==> src/rtl/div_pkg.sv <==
// Shared definitions for the sequential restoring divider.
//   state_t    : FSM encoding (IDLE, CALC, DONE)
//   N_W_DEF    : default dividend/quotient width
//   D_W_DEF    : default divisor/remainder width
//   CNT_W      : bit-counter width for the default dividend width
//   cnt_width(): counter width for an arbitrary dividend width (min 1)
package div_pkg;

  typedef enum logic [1:0] {
    IDLE = 2'd0,
    CALC = 2'd1,
    DONE = 2'd2
  } state_t;

  localparam int N_W_DEF = 8;
  localparam int D_W_DEF = 4;
  localparam int CNT_W   = $clog2(N_W_DEF);

  function automatic int cnt_width(input int n);
    return (n > 1) ? $clog2(n) : 1;
  endfunction

endpackage

==> src/rtl/seq_restoring_divider_if.sv <==
// Handshake/data bundle for the sequential restoring divider.
//   master : operand producer / result consumer
//            drives in_valid, dividend, divisor, out_ready
//   slave  : the divider
//            drives in_ready, out_valid, quotient, remainder, div_by_zero, busy
interface seq_restoring_divider_if
  import div_pkg::*;
#(
  parameter int N_W = N_W_DEF,
  parameter int D_W = D_W_DEF
);

  logic           in_valid;
  logic           in_ready;
  logic [N_W-1:0] dividend;
  logic [D_W-1:0] divisor;
  logic           out_valid;
  logic           out_ready;
  logic [N_W-1:0] quotient;
  logic [D_W-1:0] remainder;
  logic           div_by_zero;
  logic           busy;

  modport master (
    output in_valid, dividend, divisor, out_ready,
    input  in_ready, out_valid, quotient, remainder, div_by_zero, busy
  );

  modport slave (
    input  in_valid, dividend, divisor, out_ready,
    output in_ready, out_valid, quotient, remainder, div_by_zero, busy
  );

endinterface

==> src/rtl/div_step.sv <==
// One radix-2 restoring division step (purely combinational).
//   r_in    : current partial remainder (always < divisor)
//   bit_in  : next dividend bit, MSB first
//   divisor : divisor (non-zero when used)
//   r_out   : partial remainder after this step
//   q_bit   : quotient bit produced by this step
module div_step #(
  parameter int D_W = 4
) (
  input  logic [D_W-1:0] r_in,
  input  logic           bit_in,
  input  logic [D_W-1:0] divisor,
  output logic [D_W-1:0] r_out,
  output logic           q_bit
);

  // The shifted remainder needs one extra bit; after a subtract it is again
  // below the divisor, so D_W bits are enough to carry it to the next step.
  logic [D_W:0] r_sh;

  always_comb begin
    r_sh  = {r_in, bit_in};
    q_bit = (r_sh >= {1'b0, divisor});
    if (q_bit) begin
      r_out = D_W'(r_sh - {1'b0, divisor});
    end else begin
      r_out = r_sh[D_W-1:0];
    end
  end

endmodule

==> src/rtl/seq_restoring_divider.sv <==
// Iterative radix-2 restoring divider, one quotient bit per clock.
//   clk  : rising-edge clock
//   rst  : asynchronous active-high reset
//   bus  : slave side of seq_restoring_divider_if
//          in_valid/in_ready  - operand handshake, operands sampled on accept
//          out_valid/out_ready- result handshake, result held until accepted
//          quotient/remainder - registered result
//          div_by_zero        - result came from a zero divisor
//          busy               - high while calculating or holding a result
// Latency: out_valid rises N_W edges after the accept edge (the accept edge
// itself for a zero divisor).
module seq_restoring_divider
  import div_pkg::*;
#(
  parameter int N_W = N_W_DEF,
  parameter int D_W = D_W_DEF
) (
  input logic                    clk,
  input logic                    rst,
  seq_restoring_divider_if.slave bus
);

  localparam int CW = cnt_width(N_W);

  state_t         state;
  logic [CW-1:0]  cnt;
  logic [D_W-1:0] r_acc;
  logic [N_W-1:0] dvd_q;
  logic [D_W-1:0] dvs_q;
  logic [N_W-1:0] q_work;

  logic           in_ready_q;
  logic           out_valid_q;
  logic           busy_q;
  logic [N_W-1:0] quotient_q;
  logic [D_W-1:0] remainder_q;
  logic           dbz_q;

  logic [D_W-1:0] r_step;
  logic           q_bit;
  logic [N_W-1:0] q_next;

  div_step #(.D_W(D_W)) u_step (
    .r_in    (r_acc),
    .bit_in  (dvd_q[cnt]),
    .divisor (dvs_q),
    .r_out   (r_step),
    .q_bit   (q_bit)
  );

  // Working quotient with the current step's bit merged in; on the last step
  // this is the final quotient, so it can be published on the same edge.
  always_comb begin
    q_next      = q_work;
    q_next[cnt] = q_bit;
  end

  always_ff @(posedge clk or posedge rst) begin
    if (rst) begin
      state       <= IDLE;
      cnt         <= '0;
      r_acc       <= '0;
      dvd_q       <= '0;
      dvs_q       <= '0;
      q_work      <= '0;
      in_ready_q  <= 1'b1;
      out_valid_q <= 1'b0;
      busy_q      <= 1'b0;
      quotient_q  <= '0;
      remainder_q <= '0;
      dbz_q       <= 1'b0;
    end else begin
      case (state)
        IDLE: begin
          if (bus.in_valid) begin
            dvd_q      <= bus.dividend;
            dvs_q      <= bus.divisor;
            in_ready_q <= 1'b0;
            busy_q     <= 1'b1;
            if (bus.divisor == '0) begin
              // Zero divisor: no iteration, report saturated quotient.
              state       <= DONE;
              out_valid_q <= 1'b1;
              quotient_q  <= '1;
              remainder_q <= '0;
              dbz_q       <= 1'b1;
            end else begin
              state  <= CALC;
              r_acc  <= '0;
              cnt    <= CW'(N_W - 1);
              q_work <= '0;
              dbz_q  <= 1'b0;
            end
          end
        end

        CALC: begin
          r_acc  <= r_step;
          q_work <= q_next;
          if (cnt == '0) begin
            state       <= DONE;
            out_valid_q <= 1'b1;
            quotient_q  <= q_next;
            remainder_q <= r_step;
          end else begin
            cnt <= cnt - 1'b1;
          end
        end

        DONE: begin
          if (bus.out_ready) begin
            state       <= IDLE;
            out_valid_q <= 1'b0;
            busy_q      <= 1'b0;
            in_ready_q  <= 1'b1;
          end
        end

        default: begin
          state       <= IDLE;
          out_valid_q <= 1'b0;
          busy_q      <= 1'b0;
          in_ready_q  <= 1'b1;
        end
      endcase
    end
  end

  assign bus.in_ready    = in_ready_q;
  assign bus.out_valid   = out_valid_q;
  assign bus.busy        = busy_q;
  assign bus.quotient    = quotient_q;
  assign bus.remainder   = remainder_q;
  assign bus.div_by_zero = dbz_q;

endmodule

==> src/flat_wrapper.sv <==
// flat-port wrapper written by rule: the top's interface ports become plain ports
module seq_restoring_divider_flat import div_pkg::*;
#(
  parameter int N_W = N_W_DEF,
  parameter int D_W = D_W_DEF
)
  (clk, rst, bus_in_valid, bus_dividend, bus_divisor, bus_out_ready, bus_in_ready, bus_out_valid, bus_quotient, bus_remainder, bus_div_by_zero, bus_busy);
  seq_restoring_divider_if #(.N_W(N_W), .D_W(D_W)) bus_i ();
  input logic clk;
  input logic rst;
  input wire logic [$bits(bus_i.in_valid)-1:0] bus_in_valid;
  input wire logic [$bits(bus_i.dividend)-1:0] bus_dividend;
  input wire logic [$bits(bus_i.divisor)-1:0] bus_divisor;
  input wire logic [$bits(bus_i.out_ready)-1:0] bus_out_ready;
  output wire logic [$bits(bus_i.in_ready)-1:0] bus_in_ready;
  output wire logic [$bits(bus_i.out_valid)-1:0] bus_out_valid;
  output wire logic [$bits(bus_i.quotient)-1:0] bus_quotient;
  output wire logic [$bits(bus_i.remainder)-1:0] bus_remainder;
  output wire logic [$bits(bus_i.div_by_zero)-1:0] bus_div_by_zero;
  output wire logic [$bits(bus_i.busy)-1:0] bus_busy;
  assign bus_i.in_valid = bus_in_valid;
  assign bus_i.dividend = bus_dividend;
  assign bus_i.divisor = bus_divisor;
  assign bus_i.out_ready = bus_out_ready;
  assign bus_in_ready = bus_i.in_ready;
  assign bus_out_valid = bus_i.out_valid;
  assign bus_quotient = bus_i.quotient;
  assign bus_remainder = bus_i.remainder;
  assign bus_div_by_zero = bus_i.div_by_zero;
  assign bus_busy = bus_i.busy;
  seq_restoring_divider #(.N_W(N_W), .D_W(D_W)) u_core (.clk(clk), .rst(rst), .bus(bus_i));
endmodule
==> config.mk <==
export PLATFORM = sky130hd
export DESIGN_NAME = seq_restoring_divider_flat
export DESIGN_NICKNAME = d
export VERILOG_FILES = /design/src/rtl/div_pkg.sv /design/src/rtl/seq_restoring_divider_if.sv /design/src/rtl/div_step.sv /design/src/rtl/seq_restoring_divider.sv /design/src/flat_wrapper.sv
export SDC_FILE = /design/constraint.sdc
export NUM_CORES = 1
export LEC_CHECK = 0
export ABC_CLOCK_PERIOD_IN_PS = 3350
export BUFFER_PORTS_ARGS = -buffer_cell sky130_fd_sc_hd__buf_2
export CAP_MARGIN = 20
export CORE_MARGIN = 2
export CORE_UTILIZATION = 55
export DETAILED_ROUTE_END_ITERATION = 12
export PLACE_DENSITY = 0.81
export SYNTH_ARGS = -nofsm -noshare
export SYNTH_HDL_FRONTEND = slang
export SYNTH_SLANG_ARGS = --single-unit
==> constraint.sdc <==
create_clock -name clk -period 3.35 [get_ports clk]
set_input_delay 0.335 -clock clk [delete_from_list [all_inputs] [get_ports clk]]
set_output_delay 0.335 -clock clk [all_outputs]
set_load 0.01 [all_outputs]
Word-level counts from Yosys, hierarchy flattened
Index checks and enable logic that the tools add are counted.
{"block": "totals", "ff_bits": 45, "output_inout_bits": 16}
{"block": "classes", "add_sub_neg": 2, "magnitude_cmp": 3, "n_eq_ne": 8, "mux": 40, "n_bitwise": 1, "n_reduce_logical": 12}
{"operator": "two-way mux 8 bit", "n": 5}
{"operator": "one-hot mux 8 bit (2 select lines)", "n": 2}
{"operator": "two-way mux 4 bit", "n": 6}
{"operator": "one-hot mux 4 bit (2 select lines)", "n": 2}
{"operator": "AND reduction 4 bit", "n": 3}
{"operator": "two-way mux 1 bit", "n": 10}
{"operator": "two-way mux 3 bit", "n": 3}
{"operator": "one-hot mux 1 bit (3 select lines)", "n": 3}
{"operator": "AND reduction 3 bit", "n": 3}
{"operator": "bitwise mux 8 bit", "n": 1}
{"operator": "two-way mux 2 bit", "n": 4}
{"operator": "inequality test 2 bit, second input constant", "n": 4}
{"operator": "one-hot mux 2 bit (3 select lines)", "n": 1}
{"operator": "one-hot mux 3 bit (2 select lines)", "n": 1}
{"operator": "greater-or-equal comparator 5 x 4 -> 1 bit", "n": 1}
{"operator": "logical NOT 4 bit", "n": 1}
{"operator": "< comparator 3 x 4 -> 1 bit, second input constant", "n": 1}
{"operator": "inequality test 2 x 1 -> 1 bit, second input constant", "n": 2}
{"operator": "subtractor 4 bit", "n": 1}
{"operator": "binary-select mux 1 bit (select 3 bit)", "n": 1}
{"operator": "demux 1 bit (select 3 bit)", "n": 1}
{"operator": "greater-or-equal comparator 3 x 1 -> 1 bit, second input constant", "n": 1}
{"operator": "logical NOT 3 bit", "n": 1}
{"operator": "subtractor 3 x 1 -> 3 bit, second input constant", "n": 1}
{"operator": "other kinds (7)", "n": 7}

Depth between registers and ports, before layout
{"block": "logic_depth", "ltp_word": 7, "ltp_mapped": 10}

Modules after synthesis
Synthesis repeated with hierarchy kept, for this count alone.
{"block": "unflattened", "hier_cells": 233, "hier_area_um2": 2408.6}
{"module": "seq_restoring_divider", "instances": 1, "cells_per_inst": 205, "area_each_um2": 2184.6, "seq_area_each_um2": 1127.3}
{"module": "div_step", "instances": 1, "cells_per_inst": 28, "area_each_um2": 224.0, "seq_area_each_um2": 0.0}

Worst setup path before layout
OpenSTA, ideal clock, no wires.
{"block": "synth_path", "path_type": "register to register", "start": "reg u_core.cnt[2]", "end": "reg u_core.r_acc[3]", "setup_time_ns": 0.142, "arrival_time_ns": 2.290, "required_time_ns": 3.208, "path_slack_ns": 0.917, "path_stages_with_launch": 10, "period_less_slack_ns": 2.433, "cell_sequence": "dfrtp_1 > clkbuf_1 > mux4_2 > mux2_2 > inv_1 > ha_1 > and3b_1 > or3_1 > a31oi_1 > o221ai_1"}
{"block": "synth_via", "elab_chain_cells": 5, "elab_cells_between_ends": 6, "classes_between": "add/sub (1); order compare (1); mux (4)"}
{"element": "start, declared", "line_no": "seq_restoring_divider.sv:26", "rtl": "logic [CW-1:0] cnt;"}
{"element": "start signal, assigned", "line_no": "seq_restoring_divider.sv:90", "rtl": "cnt <= CW'(N_W - 1);"}
{"element": "start signal, assigned", "line_no": "seq_restoring_divider.sv:106", "rtl": "cnt <= cnt - 1'b1;"}
{"element": "binary-select mux 1 bit (select 3 bit) *", "line_no": "seq_restoring_divider.sv:45", "rtl": ".bit_in (dvd_q[cnt]),"}
{"element": "two-way mux 1 bit (implied by the code) *", "line_no": "seq_restoring_divider.sv:45"}
{"element": "subtractor 4 bit or greater-or-equal comparator 5 x 4 -> 1 bit (tied branches)", "line_no": "div_step.sv:25, div_step.sv:23"}
{"element": "two-way mux 4 bit *", "line_no": "div_step.sv:24", "rtl": "if (q_bit) begin"}
{"element": "one-hot mux 4 bit (2 select lines) *", "line_no": "seq_restoring_divider.sv:73", "rtl": "case (state)"}
{"element": "end signal, assigned", "line_no": "seq_restoring_divider.sv:98", "rtl": "r_acc <= r_step;"}
{"element": "end, declared", "line_no": "seq_restoring_divider.sv:27", "rtl": "logic [D_W-1:0] r_acc;"}
Every way passes the cells marked *; elsewhere a longest branch is shown, timed or not. The select of a mux whose other input is x is not followed.
A chain may end at the register's enable or synchronous reset.

Final worst setup path
{"block": "layout_path", "start": "reg u_core.cnt[0]", "end": "reg u_core.q_work[4]"}
{"block": "layout_via", "elab_chain_cells": 6, "elab_cells_between_ends": 10, "classes_between": "order compare (3); mux (6); reduce/logical (1)"}
{"element": "parallel branches: the longest is 4 deep, another holds greater-or-equal comparator 5 x 4 -> 1 bit"}
{"element": "bitwise mux 8 bit *", "line_no": "seq_restoring_divider.sv:55", "rtl": "q_next[cnt] = q_bit;"}
{"element": "one-hot mux 8 bit (2 select lines) *", "line_no": "seq_restoring_divider.sv:73"}
{"element": "end signal, assigned", "line_no": "seq_restoring_divider.sv:99", "rtl": "q_work <= q_next;"}
{"element": "end, declared", "line_no": "seq_restoring_divider.sv:30", "rtl": "logic [N_W-1:0] q_work;"}
Every way passes the cells marked *. The select of a mux whose other input is x is not followed.

==> qor.yml <==
run_status:
  run_status: "finished, final reports clean"
detailed_routing:
  drt_iter0_drc: 169
  via_count: 1747
  wl_per_cell_um: 16.1
  via_per_inst: 5.98
  drt_first_pass_iters: 4
  routed_wl_um: 4710
  detail-route-antenna-nets: 0
  drc: 0
sta:
  setup_viol_count_final: 0
  layout_min_cycle_time_ns: 2.96
  finalCritPeriodShare: 0.884
  final-max-slew-violation-count: 0
  tightest_slew_ns: 0.759
  fmax_mhz: 338
  relSlewSlack: 0.487
  clock_skew_ns: 0.00617
  rsz0062_at_grt: "no"
  fin_tns_setup_ns: 0
  hold_violations: 0
power:
  combPwrFrac: 0.517
  leakagePower_nw: 1.15
  p_per_area_mw_per_mm2: 1120
  p_seq_frac: 0.356
  p_clk_frac: 0.127
  power_mw: 2.85
  intPower_mw: 1.65
  swShare: 0.422
  p_switching_mw: 1.20
  peakVddDrop_mv: 0.583
place:
  port_buffers: 31
  post-place-cells: 284
  postPlaceCellArea_mm2: 0.00243
  detailed_place_hpwl_um: 3290
  gp_congestion: 0.878
cts:
  cts_buffer_depth: 2
  cts-resized-gates: 0
  htree_levels: 2
  cts_tree: "done"
  cts_root_buf: "clkbuf_8"
  insertion_delay_ns: 0.30
  postCtsHoldBufs: 0
  post-cts-setup-buffers: 0
  path_clk_slew_ns: 0.08
  clkSinkCount: 45
  cts_buffers: 5
yosys:
  ys_seq_area_frac: 0.507
  synth.top_cells.by_count: "dfrtp_1 (44), nand2_1 (21), inv_1 (18)"
  yosysTopAreaCell: "dfrtp_1"
  synth_area_leaders: "dfrtp_1 (49%), mux2_2 (5.1%), o22a_1 (3.9%), nand2_1 (3.5%), ha_1 (3.4%)"
  ys_ff_latch: 45
  synth-edff-count: 0
  synth.most_common_cell: "dfrtp_1"
  ys_warn_count: 0
  ys_async_sr_fraction: 1.00
  syn_inst: 209
  synthFlopType: "dfrtp_1"
  netlist.area_leader.share: 0.495
  synth_fp_nets: 232
  syn_area_per_cell_um2: 10.6
  syn_area_mm2: 0.00222
  ys_types: 46
finish:
  final_area_mm2: 0.00253
  drive_gt1_frac: 0.264
  areaGrowthSynthToFinish_pct: 13.9
  finalNonFillerCells: 292
  diodes: 0
  utilization: 0.643
  final_nets: 264
worst_setup_path:
  start_kind: "flop"
  cp.arrival_ns: 3.12
  critPathSlowestCell: "dfrtp_1"
  cp.required_ns: 3.51
  crit_type: "flop to flop"
  crit_chain: "mux4_2 > mux2_2 > inv_1 > ha_1 > nor2b_1 > o21ai_1 > nand3_1 > o41ai_1"
  cpPeakStageDelay_ns: 0.58
  cp_max_fo: 13
  endpoint_kind: "flop"
hold_path:
  hold_path_class: "input pin to async pin"
global_route:
  grt_usage: 0.239
  antenna_found_initial: 0
  grt_max_degree: 46
  grt_pass1_wl_um: 8070
  first_global_vias: 1647
  gr-total-overflow: 0
die:
  num_io_pins: 32
  core_mm2: 0.00394
  initial_core_util: 0.564
  rows: 23
  die_w_um: 67.6
  fp.dieH_um: 67.6
  die_area_mm2: 0.00457
job:
  cap_violations: 0
through the flow:
| step | worst slack, ns | hold WS (ns) |
|---|---|---|
| after detailed placement | 0.501 | 0.457 |
| after global placement | 0.677 | 0.446 |
| final | 0.389 | 0.149 |
| after floorplan | 0.917 | 0.421 |
| after global routing | 0.225 | 0.222 |
| after CTS | 0.403 | 0.175 |
final cells by class:
class                      count  area, µm²
clock buffer                   7       96.3
clock inverter                 1       5.00
fill                         314       1410
inverter                      18       67.6
multi-input combinational    136        990
sequential                    45       1130
tap                           50       62.6
timing repair buffer          35        185
registers in the layout (all words and copies together), names as in the netlist, 2 cells and up:
signal                count
u_core.bus.quotient       8
u_core.r_acc              4
u_core.dvs_q              4
u_core.q_work             8
u_core.state              2
u_core.dvd_q              8
u_core.cnt                3
u_core.bus.remainder      4
worst max-delay path: cells and delay by family (launching register included):
family / cells / cell delay (ns)
buf+inv: 1 / 0.09
fa+ha+maj: 1 / 0.20
simple gates: 2 / 0.41
compound gates: 2 / 0.69
flops: 1 / 0.58
mux: 2 / 0.86
power groups by stage:
stage	Combinational, mW	Clock, mW	Sequential (mW)
floorplan	1.09	0	0.989
global placement	1.42	0	1.01
detailed placement	1.44	0	1.02
CTS	1.46	0.369	1.01
global route	1.65	0.389	1.05
finish	1.47	0.362	1.01
cells in the final DEF, fill, tap and decap left out, types with 3 or more instances in the layout:
master    instances
o31ai_1          10
o41ai_1           3
a21oi_1          10
clkbuf_8          7
nor2b_1           3
a31oi_1           4
nor2_1            3
o22a_1           10
a21o_1            3
nand2_1          21
o211ai_1          3
ha_1              6
buf_4             4
mux2_2           10
o21ai_0          13
buf_2            31
dfrtp_1          44
o22ai_1           4
inv_1            17
routing by layer:
metal,vias up,track usage,part of all wire
li1,829,-,-
met1,843,0.315,0.43
met2,66,0.391,0.50
met3,9,0.0550,0.053
met4,0,0.0765,0.018
met5,-,0,0
worst paths after layout:
check | from | slack, ns | to | cells past startpoint
worst min register to register | u_core.bus.in_ready | 0.47 | u_core.bus.in_ready | 2
min in group clk | bus_out_ready | 0.23 | u_core.state[1] | 2
worst min-delay path | rst | 0.15 | u_core.dvd_q[6] | 3
worst max register to register | u_core.cnt[0] | 0.39 | u_core.q_work[4] | 8
max in group asynchronous | rst | 2.80 | u_core.bus.in_ready | 3
worst max-delay path | u_core.cnt[0] | 0.39 | u_core.q_work[4] | 8
kinds of logic (layout without fill, tap and decap cells):
logic type,after synthesis,in the layout,share of synthesized area
AO/OA/AOI/OAI,67,67,0.206
XOR/XNOR,1,1,0.00394
adder cells (fa/ha/maj),7,7,0.0427
buffers and inverters,28,61,0.0506
flip-flops,45,45,0.507
multiplexers,13,13,0.0759
AND/OR/NAND/NOR,48,48,0.114
Note: power is estimated with default switching activity, not from simulation.
